[src/rtl/psum_collector_if.sv]
// Stream bundle between the bottom PE row, the collector and the output buffer.
// The slave side is the collector; the master side is its environment.
interface psum_collector_if #(
    parameter int WIDTH    = 16,
    parameter int ACC_BITS = 4
);
    localparam int A_WIDTH = 2 * WIDTH + 1;
    localparam int OW      = A_WIDTH + ACC_BITS;

    logic               ipsum_vld;
    logic [A_WIDTH-1:0] ipsum;
    logic               o_vld;
    logic               o_rdy;
    logic [OW-1:0]      o_data;

    modport slave (
        input  ipsum_vld,
        input  ipsum,
        input  o_rdy,
        output o_vld,
        output o_data
    );

    modport master (
        output ipsum_vld,
        output ipsum,
        output o_rdy,
        input  o_vld,
        input  o_data
    );
endinterface

[src/rtl/psum_collector.sv]
// Column partial-sum collector: reduces acc_len valid samples into one result
// and queues results in a show-ahead FIFO drained over valid/ready.
module psum_collector #(
    parameter int WIDTH    = 16,
    parameter int ACC_BITS = 4,
    parameter int DEPTH    = 8
) (
    input  logic                     clk,
    input  logic                     rst,
    input  logic                     clr,
    input  logic [7:0]               acc_len,
    psum_collector_if.slave          bus,
    output logic [$clog2(DEPTH):0]   fifo_cnt,
    output logic                     overflow,
    output logic                     busy
);
    localparam int A_WIDTH = 2 * WIDTH + 1;
    localparam int OW      = A_WIDTH + ACC_BITS;
    localparam int PW      = $clog2(DEPTH);
    localparam int CW      = PW + 1;

    typedef enum logic {
        IDLE,
        ACCUM
    } state_t;

    state_t        state, state_nxt;
    logic [OW-1:0] acc, acc_nxt, sum;
    logic [7:0]    cnt, cnt_nxt;
    logic [7:0]    len_reg, len_nxt, len_eff;
    logic          push;

    logic [OW-1:0] mem [DEPTH];
    logic [PW-1:0] rd_ptr, wr_ptr, rd_ptr_inc;
    logic [OW-1:0] head, head_nxt;
    logic          pop, full, wr_en;

    // Accumulator next-state. The group length is latched on the first sample,
    // so acc_len may change freely while a group is in flight.
    always_comb begin
        // NOTE: every output of this block gets a default first so no latch is inferred.
        state_nxt = state;
        acc_nxt   = acc;
        cnt_nxt   = cnt;
        len_nxt   = len_reg;
        push      = 1'b0;
        len_eff   = len_reg;
        sum       = acc + OW'(bus.ipsum);
        if (state == IDLE) begin
            len_eff = (acc_len == 8'd0) ? 8'd1 : acc_len;
            sum     = OW'(bus.ipsum);
        end
        if (bus.ipsum_vld) begin
            len_nxt = len_eff;
            if (cnt == len_eff - 8'd1) begin
                push      = 1'b1;
                cnt_nxt   = 8'd0;
                state_nxt = IDLE;
            end else begin
                acc_nxt   = sum;
                cnt_nxt   = cnt + 8'd1;
                state_nxt = ACCUM;
            end
        end
    end

    assign pop        = bus.o_vld && bus.o_rdy;
    assign full       = (fifo_cnt == CW'(DEPTH));
    assign wr_en      = push && (!full || pop);
    assign rd_ptr_inc = rd_ptr + PW'(1);

    // Next head register value: the entry behind the popped one, or the
    // fresh result when it lands in an empty (or emptying) FIFO.
    always_comb begin
        head_nxt = head;
        if (pop) begin
            if (fifo_cnt == CW'(1)) begin
                if (wr_en) head_nxt = sum;
            end else begin
                head_nxt = mem[rd_ptr_inc];
            end
        end else if (fifo_cnt == CW'(0) && wr_en) begin
            head_nxt = sum;
        end
    end

    always_ff @(posedge clk) begin
        // NOTE: sequential state uses non-blocking assignments only.
        if (!rst || clr) begin
            state    <= IDLE;
            acc      <= '0;
            cnt      <= 8'd0;
            len_reg  <= 8'd0;
            rd_ptr   <= '0;
            wr_ptr   <= '0;
            fifo_cnt <= '0;
            overflow <= 1'b0;
            head     <= '0;
        end else begin
            state   <= state_nxt;
            acc     <= acc_nxt;
            cnt     <= cnt_nxt;
            len_reg <= len_nxt;
            head    <= head_nxt;
            if (wr_en) wr_ptr <= wr_ptr + PW'(1);
            if (pop)   rd_ptr <= rd_ptr_inc;
            if (wr_en && !pop)      fifo_cnt <= fifo_cnt + CW'(1);
            else if (!wr_en && pop) fifo_cnt <= fifo_cnt - CW'(1);
            if (push && full && !pop) overflow <= 1'b1;
        end
    end

    // NOTE: storage is not reset; the pointers and count make stale entries unreachable.
    always_ff @(posedge clk) begin
        if (wr_en) mem[wr_ptr] <= sum;
    end

    assign bus.o_vld  = (fifo_cnt != CW'(0));
    assign bus.o_data = head;
    assign busy       = (cnt != 8'd0) || (fifo_cnt != CW'(0));

endmodule

[src/flat_wrapper.sv]
// flat-port wrapper written by rule: the top's interface ports become plain ports
module psum_collector_flat 
#(
    parameter int WIDTH    = 16,
    parameter int ACC_BITS = 4,
    parameter int DEPTH    = 8
)
  (clk, rst, clr, acc_len, fifo_cnt, overflow, busy, bus_ipsum_vld, bus_ipsum, bus_o_rdy, bus_o_vld, bus_o_data);
  psum_collector_if #(.WIDTH(WIDTH), .ACC_BITS(ACC_BITS)) bus_i ();
  input  logic clk;
  input  logic rst;
  input  logic clr;
  input  logic [7:0] acc_len;
  output logic [$clog2(DEPTH):0] fifo_cnt;
  output logic overflow;
  output logic busy;
  input wire logic [$bits(bus_i.ipsum_vld)-1:0] bus_ipsum_vld;
  input wire logic [$bits(bus_i.ipsum)-1:0] bus_ipsum;
  input wire logic [$bits(bus_i.o_rdy)-1:0] bus_o_rdy;
  output wire logic [$bits(bus_i.o_vld)-1:0] bus_o_vld;
  output wire logic [$bits(bus_i.o_data)-1:0] bus_o_data;
  assign bus_i.ipsum_vld = bus_ipsum_vld;
  assign bus_i.ipsum = bus_ipsum;
  assign bus_i.o_rdy = bus_o_rdy;
  assign bus_o_vld = bus_i.o_vld;
  assign bus_o_data = bus_i.o_data;
  psum_collector #(.WIDTH(WIDTH), .ACC_BITS(ACC_BITS), .DEPTH(DEPTH)) u_core (.clk(clk), .rst(rst), .clr(clr), .acc_len(acc_len), .bus(bus_i), .fifo_cnt(fifo_cnt), .overflow(overflow), .busy(busy));
endmodule
[config.mk]
export PLATFORM = sky130hd
export DESIGN_NAME = psum_collector_flat
export DESIGN_NICKNAME = d
export VERILOG_FILES = /design/src/rtl/psum_collector_if.sv /design/src/rtl/psum_collector.sv /design/src/flat_wrapper.sv
export SDC_FILE = /design/constraint.sdc
export NUM_CORES = 1
export LEC_CHECK = 0
export BUFFER_PORTS_ARGS = -buffer_cell sky130_fd_sc_hd__buf_4
export CORE_ASPECT_RATIO = 0.8
export CORE_UTILIZATION = 45
export CTS_CLUSTER_SIZE = 24
export DETAILED_ROUTE_END_ITERATION = 6
export SLEW_MARGIN = 20
export SYNTH_ARGS = -nofsm -noshare
export SYNTH_HDL_FRONTEND = slang
export SYNTH_SLANG_ARGS = --single-unit
export TNS_END_PERCENT = 10
[constraint.sdc]
create_clock -name clk -period 8.5 [get_ports clk]
set_input_delay 0.425 -clock clk [delete_from_list [all_inputs] [get_ports clk]]
set_output_delay 0.425 -clock clk [all_outputs]
set_load 0.03 [all_outputs]
---- Word level (Yosys, flattened, before mapping) ----
Memory sizes are Yosys's and may differ from the RTL's.
Cells that the tools add are included.
word-level totals
  register bits ........................... 102
  memory bits (writable) .................. 296
  input bits .............................. 46
  output and inout bits ................... 44
  logic and storage cells ................. 59
  memories ................................ 1
memories
  name        words  bits a word  read ports  clocked after Yosys merged registers in  write ports  line                  source
  u_core.mem  8      37           1           0                                        1            psum_collector.sv:33  logic [OW-1:0] mem [DEPTH];
operators by class
  add/sub/neg operators ................... 7
  equality and inequality tests ........... 4
  multiplexer cells ....................... 15
  bitwise logic cells ..................... 1
  reductions and logical operators ........ 22
operator list
  kind                   count
  $mux W37               5
  $add A37 B33 Y37       1
  $mux W8                3
  $add A8 B1 Y8 const B  1
  $eq A8 B8 Y1           1
  $logic_not A8 Y1       1
  $mux W4                2
  $reduce_bool A8 Y1     1
  $sub A8 B1 Y8 const B  1
  $logic_and A1 B1 Y1    7
  $add A3 B1 Y3 const B  2
  $mux W1                5
  $add A4 B1 Y4 const B  1
  $eq A4 B1 Y1 const B   1
  $eq A4 B4 Y1 const B   1
  $logic_not A1 Y1       4
  $logic_not A4 Y1       1
  $reduce_and A2 Y1      2
  $reduce_bool A2 Y1     2
  $reduce_bool A4 Y1     1
  $sub A4 B1 Y4 const B  1
  $logic_or A1 B1 Y1     3
  $ne A3 B3 Y1 const B   1
  $not A1 Y1             1

---- Logic depth before layout (Yosys ltp) ----
  depth after elaboration ................. 12
  gate-level depth with buffers ........... 17
  mapped depth without buffers ............ 15

---- Least setup slack after synthesis ----
No wires, ideal clock.
  kind .................................... register to register
  from .................................... register u_core.state
  to ...................................... memory u_core.mem[2][0] in the netlist's numbering, enable pin
  setup time .............................. 537 ps
  data arrival time ....................... 6651 ps
  required time ........................... 7963 ps
  slack ................................... 1312 ps
  cell stages (with the launch flop) ...... 12
  buffers on the path ..................... 4
  clock period less this slack ............ 7188 ps
  cells stage by stage .................... dfxtp_1 buf_4 buf_6 clkbuf_1 buf_1 mux2i_1 ha_1 or3b_2 xnor2_1 a2111oi_4 o211ai_4 nor4b_1
on the way
  longest elaborated chain between the ends .. 8
ends and longest elaborated chain
  item                           line                   source
  start, declared                psum_collector.sv:27   state_t state, state_nxt;
  start signal, assigned         psum_collector.sv:100  state <= state_nxt;
  $mux W8                        psum_collector.sv:49   if (state == IDLE) begin
  $sub A8 B1 Y8                  psum_collector.sv:55   if (cnt == len_eff - 8'd1) begin
  $eq A8 B8 Y1                   psum_collector.sv:55
  $mux W1                        psum_collector.sv:55
  $mux W1                        psum_collector.sv:53   if (bus.ipsum_vld) begin
  $logic_and A1 B1 Y1            psum_collector.sv:69   assign wr_en = push && (!full || pop);
  $mux W1                        psum_collector.sv:115  if (wr_en) mem[wr_ptr] <= sum;
  $mux W1 (not written as such)  psum_collector.sv:115
  end, declared                  psum_collector.sv:33
Every way passes these cells.

---- Worst setup path in the final report ----
  from .................................... register u_core.state
  to ...................................... memory u_core.mem[5][3] in the netlist's numbering, enable pin
on the way
  longest elaborated chain between the ends .. 8
ends and longest elaborated chain
  item                           line                   source
  $mux W8                        psum_collector.sv:49
  $sub A8 B1 Y8                  psum_collector.sv:55
  $eq A8 B8 Y1                   psum_collector.sv:55
  $mux W1                        psum_collector.sv:55
  $mux W1                        psum_collector.sv:53
  $logic_and A1 B1 Y1            psum_collector.sv:69
  named net u_core.wr_en         psum_collector.sv:36   logic pop, full, wr_en;
  $mux W1                        psum_collector.sv:115
  $mux W1 (not written as such)  psum_collector.sv:115
The timed path passes the listed nets, and every way through them passes these cells.

==> results.toml <==
[pwr]
seqPwrFrac_pct = 49.8
switchingPower_mw = 0.9492
power_leakage_nw = 7.121
p_int_mw = 3.297
powerDensity_nw_per_um2 = 204.7
pwr-share-clk_pct = 43.2
peakVddDrop_mv = 0.1370
swShare_pct = 22.35
pwr-share-comb_pct = 6.9

[route]
drc = 0
vias_per_cell = 5.713
vias = 11630
drtIter0Drc = 917
ant_nets = 0
detail_route.wirelength_um = 43160
dr.pass1.iters = 5
wl_per_cell_um = 21.20

[timing]
fin_crit_sh_pct = 55.09
skew_ns = 0.01956
hold_viol = 0
fmax_mhz = 213.6
grt_setup_unrepaired = "false"
setup_viol = 0
maxSlewHeadroom_pct = 31.62
tns_ns = 0
maxSlewViolCount = 0
timing.final.crit_period_ns = 4.682
worst_pin_slew_ns = 1.026

[critical_path]
cp-startpoint = "u_core.state$_SDFFE_PP0P_"
cp.required_ns = 8.67
cpPeakStageDelay_ns = 0.75
path_cells = "buf_4 > clkinv_1 > nor3_1 > o21ai_0 > xnor2_1 > a2111oi_4 > o211ai_4 > inv_1 > nand2_1 > nor3b_2 > buf_4"
regToRegStartpoint = "u_core.state$_SDFFE_PP0P_"
rrSetupSlack_ns = 3.82
start_kind = "flop"
critPathMaxFanout = 54
cp.arrival_ns = 4.85
slowest_stage = "clkinv_1"
critPathCaptureType = "flop"
cpMostUsedCell = "buf_4"
critical_path_class = "reg2reg"

[floorplan]
rows = 65
die_y_um = 181.2
ioPinCount = 90
core_area_um2 = 39530
die_area_um2 = 40960
die_w_um = 226.0
initial_core_util_pct = 45.71

[place]
dpl.cell_count = 1959
place_area_um2 = 19360
gp_congestion = 0.8452
port_buffers = 89
dp_hpwl_um = 26940

[layout]
nets = 1557
layout-drive-gt1-share_pct = 20.53
fin_cells = 2036
fillers = 3431
synthToLayoutAreaGrowth_pct = 14.83
design_area_um2 = 20750
regMostFlops = "u_core.mem"
insertedDiodeCount = 0
largest_reg_flops = 296

[synthesis]
ys_seq_area_share_pct = 60.49
synthFlopType = "edfxtp_1"
synth-async-reset-ratio_pct = 0
syn-num-nets = 1479
ys_ff_latch = 398
synth.largest_area_cell = "edfxtp_1"
syn_area_um2 = 18070
yosys.area.top_type_share_pct = 49.19
synth_area_leaders = "edfxtp_1, dfxtp_1, mux4_2"
synth-edff-count = 296
yosys_warnings = 0
syn_inst = 1389
avgSynthCellArea_um2 = 13.01
yosysUniqueCellTypes = 74

[min_path]
worstHoldStart = "acc_len[7]"
min_path_type = "in2reg"

[clocking]
cts.clk_slew.worst_paths_ns = 0.06
cts_resized = 0
cts_root_buffer = "clkbuf_16"
cts_inserted_buffers = 42
cts_buffer_depth = 3
htree_levels = 2
clk_latency_ns = 0.54
cts_tree = "built"
clock_sinks = 398
post_cts_buffers = 0
cts_hold_buf = 0

[global_route]
grt.overflow.total = 0
grt_pass1_wl_um = 66350
antenna_found_initial = 0
grt_max_degree = 67
grt_pass1_vias = 11340
track_usage_pct = 21.30

[job]
max_cap_violations = 0

[outcome]
status = "complete, no violations"
-- cells in the final DEF, fill, tap and decap left out, types with 10 or more instances in the layout --
cell / netlist / layout
nor3_1: 46 / 44
nor2_1: 120 / 119
mux2i_1: 19 / 18
dfxtp_1: 102 / 100
mux4_2: 74 / 74
xnor2_1: 30 / 29
xor2_1: 25 / 24
mux2_2: 24 / 24
a21oi_1: 97 / 95
o21ai_0: 26 / 25
nand4_1: 14 / 14
inv_1: 16 / 16
nand3_1: 43 / 43
buf_4: 2 / 109
nand2_1: 155 / 155
ha_1: 43 / 42
clkbuf_16: 0 / 43
o211ai_1: 32 / 32
clkbuf_1: 49 / 10
edfxtp_1: 296 / 296
a21o_1: 19 / 19
-- power groups by stage --
stage	Combinational (mW)	Clock [mW]	Sequential (mW)
floorplan	0.193	0	2.16
global placement	0.284	0	2.16
detailed placement	0.289	0	2.16
CTS	0.290	1.87	2.12
global route	0.321	1.95	2.12
finish	0.294	1.84	2.12
-- routing by layer --
layer / up-vias / wire length [um] / track usage (%)
li1: 5452 / - / -
met1: 5830 / 21230 / 32.90
met2: 312 / 18840 / 31.75
met3: 37 / 2603 / 3.529
met4: 0 / 485 / 3.919
met5: - / 0 / 0
-- cell usage after synthesis (all sizes together), types with 6 or more instances --
cell type / n
nor3: 47
mux2i: 19
inv: 16
buf: 26
or3: 6
nand3: 43
a31oi: 8
nand2: 156
nand4: 14
xnor2: 30
a21oi: 99
a211oi: 9
clkbuf: 49
dfxtp: 102
a211o: 6
nor2: 120
o21ai: 35
xor2: 25
nand2b: 8
mux4: 74
o211ai: 33
ha: 43
edfxtp: 296
mux2: 24
a21o: 19
-- path summary, 6_finish.rpt --
path | end | cells after the start
hold reg to reg | u_core.bus.o_data[1]$_SDFFE_PP0P_ | 2
setup / recovery | u_core.mem[5][3]$_DFFE_PP_ | 11
setup reg to reg | u_core.mem[5][3]$_DFFE_PP_ | 11
hold / removal | u_core.len_reg[7]$_SDFFE_PP0P_ | 3
-- worst max-delay path, delay by kind of cell (launching register included) --
kind | cells | cell delay (ns)
buffers and inverters | 4 | 2.00
AO/OA/AOI/OAI | 3 | 0.82
AND/OR/NAND/NOR | 3 | 0.71
flip-flops | 1 | 0.57
XOR/XNOR | 1 | 0.18
-- cell type report --
type                       instances  area (um^2)  share of cell area, %
sequential                       398        10940                  52.70
multi-input combinational        898         6877                  33.14
clock buffer                      57         1169                  5.632
timing repair buffer             109        818.3                  3.944
tap                              536        670.6                  3.232
clock inverter                    20        211.5                  1.019
inverter                          18        67.56                 0.3256
-- stage by stage --
stage / setup slack (ns) / util (%) / hold WS [ns] / total power [mW]
floorplan: 1.312 / - / 0.4400 / 2.349
global placement: 3.946 / 48.96 / 0.4458 / 2.441
detailed placement: 3.897 / 48.97 / 0.4483 / 2.447
CTS: 3.858 / 52.46 / 0.1327 / 4.275
global route: 3.513 / 52.49 / 0.1521 / 4.385
finish: 3.818 / 52.49 / 0.1385 / 4.247
-- logic make-up after synthesis --
group / synth area share [%]
AOI/OAI and AO/OA: 8.982
buffers and inverters: 2.126
DFF: 60.49
adders and majority gates: 3.088
muxes: 11.77
and+or+nand+nor: 10.87
xor gates and xnor gates: 2.666
No activity file was read; power rests on OpenSTA's default activity.
